### src/rtl/micro_divider_pkg.sv
// rtl/micro_divider_pkg.sv - shared state enum, default widths and counter-width helper for the micro divider
package micro_pkg;

    typedef enum logic [1:0] {
        IDLE,
        RUN,
        DONE
    } state_t;

    localparam int MICRO_DVD_W = 8;
    localparam int MICRO_DVS_W = 4;

    function automatic int clog2(input int value);
        int v;
        int n;
        v = value - 1;
        n = 0;
        while (v > 0) begin
            n++;
            v = v >>> 1;
        end
        return n;
    endfunction

endpackage

### src/rtl/micro_div_step.sv
// rtl/micro_div_step.sv - one combinational restoring shift-compare-subtract step
module micro_div_step #(
    parameter int DVS_W = 4
) (
    input  logic [DVS_W:0]   r,
    input  logic [DVS_W-1:0] d,
    input  logic             in_bit,
    output logic [DVS_W:0]   r_next,
    output logic             q_bit
);

    logic [DVS_W:0] r_shift;
    logic [DVS_W:0] d_ext;

    assign r_shift = {r[DVS_W-1:0], in_bit};
    assign d_ext   = {1'b0, d};

    always_comb begin
        q_bit  = 1'b0;
        r_next = r_shift;
        if (r_shift >= d_ext) begin
            q_bit  = 1'b1;
            r_next = r_shift - d_ext;
        end
    end

endmodule

### src/rtl/micro_divider.sv
// rtl/micro_divider.sv - sequential restoring divider, one quotient bit per clock (optional MICRO_DIV_ZERO_TRAP_EN)
module micro_divider
    import micro_pkg::*;
#(
    parameter int DVD_W = MICRO_DVD_W,
    parameter int DVS_W = MICRO_DVS_W
) (
    input  logic             sys_clk,
    input  logic             sys_rst,
    input  logic             start,
    input  logic [DVD_W-1:0] dividend,
    input  logic [DVS_W-1:0] divisor,
    output logic [DVD_W-1:0] quotient,
    output logic [DVS_W-1:0] remainder,
    output logic             busy,
    output logic             done,
    output logic             div_zero
);

    localparam int CNT_W = (clog2(DVD_W) > 0) ? clog2(DVD_W) : 1;

    state_t           state;
    logic [CNT_W-1:0] cnt;
    logic [DVD_W-1:0] q;
    logic [DVS_W-1:0] d;
    logic [DVS_W:0]   r;
    logic [DVS_W:0]   r_next;
    logic             q_bit;
    logic [DVD_W-1:0] q_next;

    micro_div_step #(.DVS_W(DVS_W)) u_step (
        .r      (r),
        .d      (d),
        .in_bit (q[DVD_W-1]),
        .r_next (r_next),
        .q_bit  (q_bit)
    );

    // Dividend bits leave at the top of Q while quotient bits enter at the bottom.
    assign q_next = {q[DVD_W-2:0], q_bit};

    always_ff @(posedge sys_clk) begin
        if (sys_rst) begin
            state     <= IDLE;
            cnt       <= '0;
            q         <= '0;
            d         <= '0;
            r         <= '0;
            quotient  <= '0;
            remainder <= '0;
            busy      <= 1'b0;
            done      <= 1'b0;
            div_zero  <= 1'b0;
        end else begin
            case (state)
                IDLE, DONE: begin
                    if (start) begin
                        q        <= dividend;
                        d        <= divisor;
                        r        <= '0;
                        cnt      <= CNT_W'(DVD_W - 1);
                        done     <= 1'b0;
                        div_zero <= 1'b0;
`ifdef MICRO_DIV_ZERO_TRAP_EN
                        if (divisor == '0) begin
                            state     <= DONE;
                            done      <= 1'b1;
                            div_zero  <= 1'b1;
                            quotient  <= '0;
                            remainder <= '0;
                        end else begin
                            state <= RUN;
                            busy  <= 1'b1;
                        end
`else
                        state <= RUN;
                        busy  <= 1'b1;
`endif
                    end
                end
                RUN: begin
                    q   <= q_next;
                    r   <= r_next;
                    cnt <= cnt - 1'b1;
                    if (cnt == '0) begin
                        state     <= DONE;
                        busy      <= 1'b0;
                        done      <= 1'b1;
                        quotient  <= q_next;
                        remainder <= r_next[DVS_W-1:0];
                        div_zero  <= (d == '0);
                    end
                end
                default: state <= IDLE;
            endcase
        end
    end

endmodule

### config.mk
export PLATFORM = sky130hd
export DESIGN_NAME = micro_divider
export DESIGN_NICKNAME = d
export VERILOG_FILES = /design/src/rtl/micro_divider_pkg.sv /design/src/rtl/micro_div_step.sv /design/src/rtl/micro_divider.sv
export SDC_FILE = /design/constraint.sdc
export NUM_CORES = 1
export LEC_CHECK = 0
export ABC_AREA = 0
export CAP_MARGIN = 20
export CORE_MARGIN = 2
export CORE_UTILIZATION = 25
export CTS_BUF_LIST = sky130_fd_sc_hd__clkbuf_8
export DETAILED_ROUTE_END_ITERATION = 6
export PLACE_DENSITY = 0.46
export SETUP_SLACK_MARGIN = 0.05
export SLEW_MARGIN = 15
export SYNTH_ARGS = -nofsm -noshare
export SYNTH_HDL_FRONTEND = slang
export SYNTH_SLANG_ARGS = --single-unit
### constraint.sdc
create_clock -name sys_clk -period 2.7 [get_ports sys_clk]
set_input_delay 0.405 -clock sys_clk [delete_from_list [all_inputs] [get_ports sys_clk]]
set_output_delay 0.405 -clock sys_clk [all_outputs]
set_load 0.01 [all_outputs]
Yosys cells after proc, flatten, opt, wreduce, memory -nomap -nowiden
Index checks and enable logic that the tools add are counted.
Storage, ports and cells
  register bits: 36
  output and inout port bits: 15
  word-level logic and storage cells: 46
Operators by class
  $add $sub $neg: 2
  $lt $le $gt $ge: 1
  eq/ne operators: 4
  muxes and demuxes: 19
  reduce and logical (&&, ||, !) cells: 10
Operators with widths (count)
  $pmux 8 s2: 1
  $mux 4: 2
  $mux 8: 1
  $pmux 4 s2: 1
  $reduce_and 2->1: 4
  $mux 1: 6
  $pmux 1 s2: 3
  $pmux 3 s2: 1
  $ge 5x4->1: 1
  $logic_not 4->1: 1
  $mux 2: 2
  $ne 2x2->1 const B: 2
  $pmux 2 s2: 1
  $sub 4x4->4: 1
  $logic_not 3->1: 1
  $mux 3: 1
  $reduce_and 3->1: 1
  $sub 3x1->3 const B: 1
  $eq 2x1->1 const B: 1
  $eq 2x2->1 const B: 1
  $logic_not 2->1: 1
  $reduce_bool 2->1: 1
  $reduce_or 2->1: 1

Depth between registers and ports, before layout
  depth in word-level cells: 4
  gate-level depth with buffers: 8
  gate-level depth less buffers: 7

Modules after synthesis
From an unflattened synthesis, not the netlist that was laid out.
Second synthesis, totals
  cell total of the unflattened synthesis: 213
  area, all modules: 1716.6 sq um
By module, submodules not included
  micro_divider: instances 1, cells an instance 178, area an instance 1468.9 sq um, seq. area each 740.7 sq um
  micro_div_step: instances 1, cells an instance 35, area an instance 247.7 sq um, seq. area each 0.0 sq um

Worst setup path before layout
Ideal clock, no wire load.
  path kind: register -> register
  start: reg d[2]
  end: reg r[0]
  setup time: 0.117 ns
  arrival time: 1.762 ns
  slack: 0.821 ns
  stages on the path, launching flop included: 8
  path buffers: 0
  period minus slack after synthesis: 1.879 ns
  path through: dfxtp_1 -> inv_1 -> ha_1 -> a21oi_4 -> o21ai_2 -> a2111oi_0 -> a21oi_1 -> a22o_1
On the way
  word-level cells in the longest chain between the ends: 3
Ends and longest elaborated chain
  from (decl): RTL line micro_divider.sv:25  | logic [DVS_W-1:0] d;
  from (signal assigned): RTL line micro_divider.sv:59  | d <= divisor;
  $ge 5x4->1: RTL line micro_div_step.sv:21  | if (r_shift >= d_ext) begin
  $mux 4: RTL line micro_div_step.sv:21
  $pmux 4 s2: RTL line micro_divider.sv:55  | case (state)
  to (signal assigned): RTL line micro_divider.sv:83  | r <= r_next;
  to (decl): RTL line micro_divider.sv:26  | logic [DVS_W:0] r;
No other way between the ends.
A chain may end at the register's enable or synchronous reset.

Final worst setup path
Ends and elaborated chain as after synthesis.

==> impl_metrics.yaml <==
timing:
  rsz0062_at_grt: "no"
  fin_crit_ns: 2.05
  hold_viol: 0
  fmax_mhz: 487
  slew_violations: 0
  final.period_utilization_pct: 76.0
  fin_setup_tns_ns: 0
  tightest_slew_ns: 0.593
  slew_headroom_pct: 60.1
  setup_viol: 0
  clock-skew-final_ns: 0.00647
cts:
  root_buffer: "clkbuf_8"
  cts_buffers: 5
  cts_setup_buffers: 0
  clk_path_buf_depth: 2
  cts_resized: 0
  clkSlewWorstSetupHoldPaths_ns: 0.08
  cts_sinks: 36
  insertion_delay_ns: 0.29
  cts_tree: "yes"
  ctsHoldBuffers: 0
  htree_levels: 2
critical_path:
  startpoint: "d[2]"
  worst-path-stages: 7
  crit_fanout: 5
  cp.arrival_ns: 2.24
  required_ns: 2.89
  cp_num_buf_inv: 1
  path_cells: "inv_1 -> ha_1 -> a21oi_4 -> o21ai_2 -> a2111oi_0 -> a21oi_1 -> a22o_1"
  crit_path_top_delay_cell: "a2111oi_0"
  path_delay_family: "compound AO/OA/AOI/OAI gates"
  max_stage_delay_ns: 0.57
  reg2regPathDepth: 7
  critPathCaptureType: "register"
  cp-start-kind: "register"
  regToRegStartpoint: "d[2]"
  crit_type: "reg -> reg"
global_route:
  grt_max_degree: 20
  antenna_found_initial: 0
  grt_pass1_vias: 1376
  grt_usage_pct: 11.5
  grt_pass1_wl_mm: 6.59
  gr-total-overflow: 0
status:
  status: "finished, final reports clean"
synth:
  synth-warning-count: 0
  avgSynthCellArea_um2: 8.41
  synth_edf_count: 0
  syn_nets: 213
  synth-main-ff-cell: "dfxtp_1"
  netlist_area_um2: 1610
  ys_seq_area_share_pct: 44.9
  ys_types: 39
  synthArstFlopShare_pct: 0
  synth_cells: 191
  synth_seq_cells: 36
  yosys.area.top_type: "dfxtp_1"
  synth_top_area_share_pct: 44.9
  synth.area.top_cells: "dfxtp_1 45%, nand2_1 8.9%, a21oi_1 8.7%"
die:
  design.die.area_um2: 7080
  start_util_pct: 25.6
  ios: 30
  num_rows: 29
  die_x_um: 84.2
  core_area_um2: 6280
  die_y_um: 84.2
drt:
  drtAntennaViolNets: 0
  drt_iter0_drc: 57
  met3_wirelength_um: 99
  drt_first_pass_iters: 4
  remaining_drc_errors: 0
  routed_wl_mm: 3.89
  wl_met1_mm: 1.96
  routed.top_layer: "met4"
  avgRoutedWirePerCell_um: 13.0
  vias: 1394
  wl_met2_mm: 1.77
  via_per_inst: 4.65
finish:
  diodes: 0
  fillers: 681
  drive_gt1_share_pct: 8.97
  final_cells: 300
  final_nets: 244
  layout.area.seq_um2: 721
  multi_input_area_um2: 810
  area_growth_syn_to_layout_pct: 31.4
placement:
  place.gp.congestion: 0.787
  port_buffers: 29
  dp_hpwl_mm: 2.83
  place_inst: 292
min_path:
  holdCritStartpoint: "quotient[5]"
  min_path_type: "reg -> reg"
  min_path_cells: 2
power:
  p_leak_nw: 0.757
  cellPowerDensity_nw_per_um2: 659
  power_w: 0.00139
  ir_drop_mv: 0.497
job:
  max_cap_viol_count: 0
[logic make-up after synthesis]
kind of cell	Yosys count	synth area share, %
xor gates and xnor gates	2	1.09
AOI/OAI and AO/OA	55	23.5
buffers and inverters	20	4.75
adders and majority gates	7	5.92
DFF	36	44.9
and+or+nand+nor	70	19.2
muxes	1	0.623
[cell usage in the layout, fill, tap and decap left out, types with 2 or more instances in the layout]
cell type / netlist / layout
ha_1: 6 / 6
a311oi_1: 2 / 2
nand3b_1: 2 / 2
a211o_1: 2 / 2
a22oi_1: 8 / 8
nor2b_1: 2 / 2
nand2b_1: 4 / 4
nor3_1: 3 / 3
nand2_1: 38 / 38
clkbuf_8: 0 / 5
o21ai_0: 2 / 2
inv_1: 8 / 8
nor2_1: 15 / 15
clkdlybuf4s50_1: 0 / 29
buf_4: 0 / 7
a21oi_1: 28 / 28
dfxtp_1: 36 / 36
a22o_1: 2 / 2
[per-layer routing]
metal	track usage, %	vias up
met5	0	-
met3	2.56	5
met1	15.8	651
li1	-	723
met2	17.7	15
met4	4.55	0
[worst reg2reg max path, delay by kind of cell, from the launching register on]
family          cells  cell delay (ns)
flops               1             0.35
buf+inv             1             0.05
fa+ha+maj           1             0.37
compound gates      5             1.17
[metrics by stage]
step | cell area, um^2 | worst slack (ns) | hold WS (ns) | util, %
after floorplan | 1610 | 0.821 | 0.438 | -
after global placement | 2000 | 0.705 | 0.448 | 31.9
after detailed placement | 2000 | 0.665 | 0.449 | 31.9
after CTS | 2110 | 0.665 | 0.461 | 33.6
after global routing | 2110 | 0.528 | 0.481 | 33.6
final | 2110 | 0.649 | 0.457 | 33.6
[worst paths after layout]
check	to	slack [ns]
worst max register to register	r[0]	0.65
worst max-delay path	r[0]	0.65
worst min-delay path	quotient[5]	0.46
worst min register to register	quotient[5]	0.46
[sequential cells by signal, indices dropped and copies added (netlist names)]
name       cells
busy           1
quotient       8
d              4
r              4
state          2
div_zero       1
cnt            3
remainder      4
done           1
q              8
[Yosys cell counts, types with 3 or more instances]
library cell,n
nand2b_1,4
nand2_1,38
a21oi_1,28
inv_1,8
buf_1,3
dfxtp_1,36
nor2_1,15
clkbuf_1,8
ha_1,6
a22oi_1,8
nor3_1,3
[final cells by class]
class,count,area share [%]
Sequential cell,36,34.1
Inverter,8,1.42
Tap cell,77,4.56
Timing Repair Buffer,36,16.2
Clock inverter,3,2.02
Clock buffer,5,3.26
Multi-Input combinational cell,135,38.4
[where the power goes]
part	leakage (nW)	internal [W]	total (W)	switching, W
Clock	0.0541	0.000273	0.000473	0.000200
Combinational	0.408	0.000146	0.000319	0.000173
Sequential	0.294	0.000570	0.000598	0.0000283
No activity file was read; power rests on OpenSTA's default activity.
